==> src/rtl/fft_pkg.sv <==
// fft_pkg: shared types and helpers for the FFT ping-pong sample loader.
package fft_pkg;
  typedef enum logic [1:0] {B_EMPTY, B_FILLING, B_FULL, B_READING} bank_state_t;
  typedef enum logic [1:0] {RD_IDLE, RD_ADDR, RD_STREAM} rd_state_t;
  localparam int BITREV_W = 16;
  // Reverse the low `size` bits of value; upper bits of the result are zero.
  function automatic logic [BITREV_W-1:0] bitrev(input logic [BITREV_W-1:0] value, input int size);
    logic [BITREV_W-1:0] r;
    r = {<<{value}};
    return r >> (BITREV_W - size);
  endfunction
endpackage

==> src/rtl/sample_bank_ram.sv <==
// sample_bank_ram: simple dual-port RAM, one write port, one registered read port.
module sample_bank_ram #(
  parameter int DW = 18,
  parameter int AW = 6
) (
  input  logic          clk,
  input  logic          we,
  input  logic [AW-1:0] waddr,
  input  logic [DW-1:0] wdata,
  input  logic [AW-1:0] raddr,
  output logic [DW-1:0] rdata
);
  logic [DW-1:0] mem [2**AW];
  always_ff @(posedge clk) begin
    if (we) mem[waddr] <= wdata;
    rdata <= mem[raddr];
  end
endmodule

==> src/rtl/fft_pingpong_loader.sv <==
// fft_pingpong_loader: double-buffered sample capture feeding the FFT in natural or bit-reversed order.
module fft_pingpong_loader
  import fft_pkg::*;
#(
  parameter int BIT_WIDTH = 28,
  parameter int IN_WIDTH  = 9,
  parameter int N         = 32,
  parameter int SIZE      = 5
) (
  input  logic                 clk,
  input  logic                 rst,
  input  logic                 in_valid,
  input  logic [IN_WIDTH-1:0]  in_re,
  input  logic [IN_WIDTH-1:0]  in_im,
  output logic                 in_ready,
  input  logic                 bitrev_en,
  input  logic                 rd_start,
  output logic                 frame_avail,
  output logic                 out_valid,
  output logic [BIT_WIDTH-1:0] out_re,
  output logic [BIT_WIDTH-1:0] out_im,
  output logic [SIZE-1:0]      out_idx,
  output logic                 out_last,
  output logic                 overrun,
  output logic [15:0]          frame_cnt
);
  bank_state_t bank [2];
  bank_state_t bank_n [2];
  rd_state_t rd_state;
  logic wb, wb_n, rb, rb_n, rd_bank, brev;
  logic [SIZE-1:0] wcnt, ridx, raddr;
  logic [2*IN_WIDTH-1:0] rdata;
  logic wr_en, wr_last, rd_go, rd_done;

  assign wr_en   = in_valid && in_ready;
  assign wr_last = wr_en && wcnt == SIZE'(N-1);
  assign rd_go   = rd_start && frame_avail && rd_state == RD_IDLE;
  assign rd_done = rd_state == RD_STREAM && out_last;
  assign rb_n    = rd_go ? ~rb : rb;
  assign wb_n    = wr_last ? ~wb : wb;
  // Address one sample ahead of out_idx so the registered RAM read lines up with it.
  assign ridx    = rd_state == RD_STREAM ? out_idx + SIZE'(1) : '0;
  assign raddr   = brev ? SIZE'(bitrev(BITREV_W'(ridx), SIZE)) : ridx;
  assign out_re  = out_valid ? BIT_WIDTH'(signed'(rdata[2*IN_WIDTH-1:IN_WIDTH])) : '0;
  assign out_im  = out_valid ? BIT_WIDTH'(signed'(rdata[IN_WIDTH-1:0])) : '0;

  always_comb begin
    bank_n = bank;
    if (wr_en) bank_n[wb] = wr_last ? B_FULL : B_FILLING;
    if (rd_go) bank_n[rb] = B_READING;
    if (rd_done) bank_n[rd_bank] = B_EMPTY;
  end

  always_ff @(posedge clk) begin
    if (rst) begin
      bank        <= '{B_EMPTY, B_EMPTY};
      wb          <= 1'b0;
      rb          <= 1'b0;
      wcnt        <= '0;
      in_ready    <= 1'b1;
      frame_avail <= 1'b0;
      overrun     <= 1'b0;
      frame_cnt   <= '0;
    end else begin
      bank        <= bank_n;
      wb          <= wb_n;
      rb          <= rb_n;
      wcnt        <= wr_en ? wcnt + SIZE'(1) : wcnt;
      in_ready    <= bank_n[wb_n] inside {B_EMPTY, B_FILLING};
      frame_avail <= bank_n[rb_n] == B_FULL;
      overrun     <= in_valid && !in_ready;
      frame_cnt   <= wr_last ? frame_cnt + 16'd1 : frame_cnt;
    end
  end

  always_ff @(posedge clk) begin
    if (rst) begin
      rd_state  <= RD_IDLE;
      rd_bank   <= 1'b0;
      brev      <= 1'b0;
      out_valid <= 1'b0;
      out_last  <= 1'b0;
      out_idx   <= '0;
    end else begin
      case (rd_state)
        RD_IDLE: if (rd_go) begin
          rd_state <= RD_ADDR;
          rd_bank  <= rb;
          brev     <= bitrev_en;
        end
        RD_ADDR: begin
          rd_state  <= RD_STREAM;
          out_valid <= 1'b1;
          out_idx   <= '0;
          out_last  <= N == 1;
        end
        RD_STREAM: if (out_last) begin
          rd_state  <= RD_IDLE;
          out_valid <= 1'b0;
          out_last  <= 1'b0;
          out_idx   <= '0;
        end else begin
          out_idx  <= out_idx + SIZE'(1);
          out_last <= out_idx == SIZE'(N-2);
        end
        default: rd_state <= RD_IDLE;
      endcase
    end
  end

  sample_bank_ram #(.DW(2*IN_WIDTH), .AW(SIZE+1)) u_ram (
    .clk(clk),
    .we(wr_en),
    .waddr({wb, wcnt}),
    .wdata({in_re, in_im}),
    .raddr({rd_bank, raddr}),
    .rdata(rdata)
  );
endmodule
==> config.mk <==
export PLATFORM = sky130hd
export DESIGN_NAME = fft_pingpong_loader
export DESIGN_NICKNAME = d
export VERILOG_FILES = /design/src/rtl/fft_pkg.sv /design/src/rtl/sample_bank_ram.sv /design/src/rtl/fft_pingpong_loader.sv
export SDC_FILE = /design/constraint.sdc
export NUM_CORES = 1
export LEC_CHECK = 0
export CAP_MARGIN = 20
export CORE_ASPECT_RATIO = 1.1
export CORE_MARGIN = 2
export CORE_UTILIZATION = 56
export CTS_BUF_LIST = sky130_fd_sc_hd__clkbuf_16
export CTS_CLUSTER_SIZE = 10
export DETAILED_ROUTE_END_ITERATION = 10
export PLACE_DENSITY_LB_ADDON = 0.08
export SKIP_CTS_REPAIR_TIMING = 1
export SLEW_MARGIN = 20
export SYNTH_ARGS = -nofsm -noshare
export SYNTH_HDL_FRONTEND = slang
export SYNTH_HIERARCHICAL = 1
export SYNTH_SLANG_ARGS = --single-unit
export TNS_END_PERCENT = 50
==> constraint.sdc <==
create_clock -name clk -period 2.9 [get_ports clk]
set_clock_uncertainty 0.15 [all_clocks]
set_input_delay 0.725 -clock clk [delete_from_list [all_inputs] [get_ports clk]]
set_output_delay 0.725 -clock clk [all_outputs]
set_load 0.05 [all_outputs]
==> impl_metrics.env <==
export IMPL_timing_worst_slew_pin_value_ns=0.790
export IMPL_area_growth_pct=25.0
export IMPL_violations="negative setup slack"
export IMPL_design_power_total_uw=35200
export IMPL_worst_endpoint_arrival_ns=3.62
export IMPL_row_count=111
export IMPL_max_vdd_ir_drop_mv=0.655
export IMPL_cp_data_required_time_ns=3.35
export IMPL_max_freq_mhz=315
export IMPL_core_ar_mm2=0.0832
export IMPL_fp_dieH_um=308
export IMPL_gp_congestion=0.841
export IMPL_routed_via_density=6.29
export IMPL_drtAntennaViolNets=0
export IMPL_outcome="complete, but fails checks"
export IMPL_final_max_slew_viol_count=0
export IMPL_routed_wirelength_um=121000
export IMPL_cts_buffers=140
export IMPL_powerDensity_mw_per_mm2=599
export IMPL_worst_r2r_endpoint="u_ram/rdata[4]"
export IMPL_io_buffers=104
export IMPL_grt_overflow=0
export IMPL_io_pin_count=105
export IMPL_synth_compound_area_share_pct=2.23
export IMPL_antenna_violations_before_repair=5
export IMPL_synth_cell_types=57
export IMPL_finish_utilization_pct=70.6
export IMPL_report_final_setup_viol=18
export IMPL_final_hold_worst_slack_ns=0.339
export IMPL_fraction_of_the_mapped_netlist_area_in_adder_cells_pct=0.213
export IMPL_synth_top_family_by_area="multiplexers"
export IMPL_root_buffer="sky130_fd_sc_hd__clkbuf_16"
export IMPL_regToRegStartpoint="out_idx[1]"
export IMPL_timing_max_slew_rel_slack_pct=47.3
export IMPL_netlist_area_mm2=0.0470
export IMPL_start_kind="flip-flop"
export IMPL_route_vias_total=24300
export IMPL_post_route_cells_drive_above_1_share_pct=39.9
export IMPL_dominantRegCellSynth="sky130_fd_sc_hd__edfxtp_1"
export IMPL_rsz0062_at_grt="yes"
export IMPL_clock_latency_ns=0.72
export IMPL_fraction_of_the_cycle_the_final_worst_path_needs_pct=109
export IMPL_final_period_minus_worst_setup_slack_ns=3.17
export IMPL_synth_simple_area_share_pct=2.97
export IMPL_starting_density_of_the_core_pct=56.5
export IMPL_yosysSeqAreaShare_pct=76.2
export IMPL_drv_max_cap_violation_count=0
export IMPL_cells_on_worst_hold_path=2
export IMPL_maximum_number_of_pins_on_one_net_before_global_route_repair=65
export IMPL_grt_pass1_wl_um=169000
export IMPL_h_tree_depth=4
export IMPL_tritoncts="yes"
export IMPL_first_global_vias=24500
export IMPL_clock_sink_count=1211
export IMPL_routed_length_per_instance_um=31.2
export IMPL_synth_edf_count=1152
export IMPL_timing_hold_worst_start="frame_cnt[15]"
export IMPL_grtUsageTotal_pct=27.7
export IMPL_worst_r2r_setup_slack_ns=-0.27
export IMPL_yosys_warnings=6
export IMPL_worst_setup_path_type="flip-flop to flip-flop"
export IMPL_final_hold_viol_count=0
export IMPL_detail_route_iter0_violations=2741
export IMPL_postSynthAreaPerCell_um2=21.0
export IMPL_synthArstFlopShare_pct=0
export IMPL_synth_seq_cells=1211
export IMPL_hold_path_end="frame_cnt[15]"
export IMPL_clk_pin_slew_worst_paths_ns=0.06
export IMPL_proportion_of_synthesized_area_in_mux_cells_pct=16.1
export IMPL_worst_r2r_path_depth=13
export IMPL_floorplan_die_width_um=280
export IMPL_syn_inst=2234
export IMPL_power_static_leakage_uw=0.0190
export IMPL_cp_end_kind="flip-flop"
export IMPL_setup_slack_ns=-0.271
export IMPL_post_route_drc_count=0
export IMPL_max_clock_path_buffers=3
export IMPL_synth_net_count=2265
export IMPL_hold_path_class="flip-flop to flip-flop"
export IMPL_design_final_nets=2765
export IMPL_synthXorXnorAreaFrac_pct=0.317
export IMPL_preCtsSetupSlack_ns=-0.805
export IMPL_place_detailed_hpwl_um=73600
export IMPL_cp_max_fo=8
export IMPL_detailedRoute_firstPassIterationCount=5
export IMPL_design_die_area_mm2=0.0862
[layer usage]
layer	wire, um	vias to the layer above	track usage, %	part of all wire, %
met5	147	-	0.912	0.12
met3	9810	178	5.61	8.1
met4	3200	10	8.69	2.6
met2	59200	1101	43.7	49
met1	48300	12900	39.6	40
li1	-	10200	-	-
[cell type report]
type / count / area, um^2
sequential: 1211 / 35800
fill: 5039 / 24500
multi-input combinational: 863 / 11000
timing repair buffer: 510 / 6640
clock buffer: 145 / 3630
tap: 1073 / 1340
clock inverter: 57 / 265
inverter: 8 / 30.0
antenna: 2 / 5.00
[stage by stage]
| stage | setup TNS (ns) | instance area [um^2] | std cells |
|---|---|---|---|
| 3_3_place_gp | -21.48 | 53100 | 3586 |
| 6_report | -3.23 | 58700 | 3869 |
| 4_1_cts | -7.64 | 57000 | 3788 |
| 2_1_floorplan | -20.50 | 47100 | 2234 |
| 3_5_place_dp | -44.68 | 53100 | 3586 |
| 5_1_grt | -4.37 | 58700 | 3867 |
[synthesized netlist by cell type, drive strengths merged, types with 4 or more instances]
cell type	instances	area [um^2]
xor2	9	78.8
nor2b	8	50.1
o21ai	65	325
a211oi	17	128
nand3	19	108
edfxtp	1152	34600
dfxtp	59	1180
nor2	116	435
xnor2	8	70.1
inv	8	30.0
nand2b	10	62.6
and3	5	32.5
mux2i	65	651
buf	105	754
clkbuf	47	176
ha	8	100
o22ai	26	163
mux2	12	135
or4	4	30.0
and2	19	119
nand2	42	158
or3	14	90.1
nand4	11	83.8
a21oi	45	225
nor3	18	90.1
mux4	300	6760
a22oi	5	37.5
o31ai	5	37.5
nand3b	5	37.5
[power breakdown]
part           internal (uW)  switching [uW]  leakage [uW]  total, uW
sequential             19200            23.6        0.0108      19200
combinational            173             474       0.00609        647
clock                   8860            6420       0.00207      15300
total                  28200            6920        0.0190      35200
[sequential cells by signal, summed over array words and instances (netlist names)]
| signal | flops |
|---|---|
| u_ram/mem | 1152 |
| u_ram/rdata | 18 |
| frame_cnt | 16 |
| out_idx | 5 |
| wcnt | 5 |
| bank | 4 |
| rd_state | 2 |
| brev | 1 |
| frame_avail | 1 |
| in_ready | 1 |
| out_last | 1 |
| out_valid | 1 |
| overrun | 1 |
| rb | 1 |
| rd_bank | 1 |
| wb | 1 |
[worst max-delay path: stages (launching register included)]
cell,delay [ns]
sky130_fd_sc_hd__dfxtp_4,0.36
sky130_fd_sc_hd__ha_4,0.13
sky130_fd_sc_hd__nand3_2,0.07
sky130_fd_sc_hd__xnor2_2,0.19
sky130_fd_sc_hd__nand3_2,0.11
sky130_fd_sc_hd__o21ai_4,0.10
sky130_fd_sc_hd__buf_6,0.14
sky130_fd_sc_hd__buf_12,0.14
sky130_fd_sc_hd__buf_12,0.13
sky130_fd_sc_hd__buf_12,0.13
sky130_fd_sc_hd__mux4_2,0.50
sky130_fd_sc_hd__mux4_2,0.50
sky130_fd_sc_hd__nor2_4,0.27
sky130_fd_sc_hd__o21ai_2,0.09
[logic make-up (layout without fill, tap and decap cells)]
family | Yosys count | count (layout)
compound gates | 179 | 179
xor+xnor | 17 | 17
fa+ha+maj | 8 | 8
buf+inv | 160 | 720
flops | 1211 | 1211
mux | 377 | 377
other cells | 0 | 2
simple gates | 282 | 282
[layout by cell type (no fill, tap or decap), types with 11 or more instances in the layout]
master	Yosys	final
sky130_fd_sc_hd__and2_1	19	18
sky130_fd_sc_hd__clkbuf_16	0	158
sky130_fd_sc_hd__a21oi_1	45	28
sky130_fd_sc_hd__a211oi_1	17	12
sky130_fd_sc_hd__o22ai_1	26	15
sky130_fd_sc_hd__buf_12	0	179
sky130_fd_sc_hd__edfxtp_1	1152	1152
sky130_fd_sc_hd__o21ai_1	21	27
sky130_fd_sc_hd__nor2_2	0	64
sky130_fd_sc_hd__a21oi_2	0	12
sky130_fd_sc_hd__o21ai_0	44	21
sky130_fd_sc_hd__buf_2	33	18
sky130_fd_sc_hd__nand2_1	42	41
sky130_fd_sc_hd__dfxtp_1	59	55
sky130_fd_sc_hd__nor3_1	18	15
sky130_fd_sc_hd__mux4_2	300	300
sky130_fd_sc_hd__mux2i_1	65	52
sky130_fd_sc_hd__dlymetal6s2s_1	0	14
sky130_fd_sc_hd__o22ai_2	0	11
sky130_fd_sc_hd__buf_4	57	234
sky130_fd_sc_hd__nor2_1	116	49
sky130_fd_sc_hd__nand3_1	18	13
sky130_fd_sc_hd__inv_1	8	52
sky130_fd_sc_hd__clkdlybuf4s50_1	0	15
sky130_fd_sc_hd__mux2_2	12	12
sky130_fd_sc_hd__buf_6	14	25
[worst max path at each step]
stage / start / endpoint / slack [ns] / cells after the start
after floorplan: in_ready / u_ram/mem[62][0] / -0.09 / 5
final: out_idx[1] / u_ram/rdata[4] / -0.27 / 13
after detailed placement: out_idx[1] / u_ram/rdata[8] / -0.80 / 13
after CTS: out_idx[1] / u_ram/rdata[8] / -0.82 / 13
after global routing: out_idx[0] / u_ram/rdata[4] / -0.29 / 13
after global placement: out_idx[1] / u_ram/rdata[8] / -0.78 / 13
Note: power is estimated with default switching activity, not from simulation.
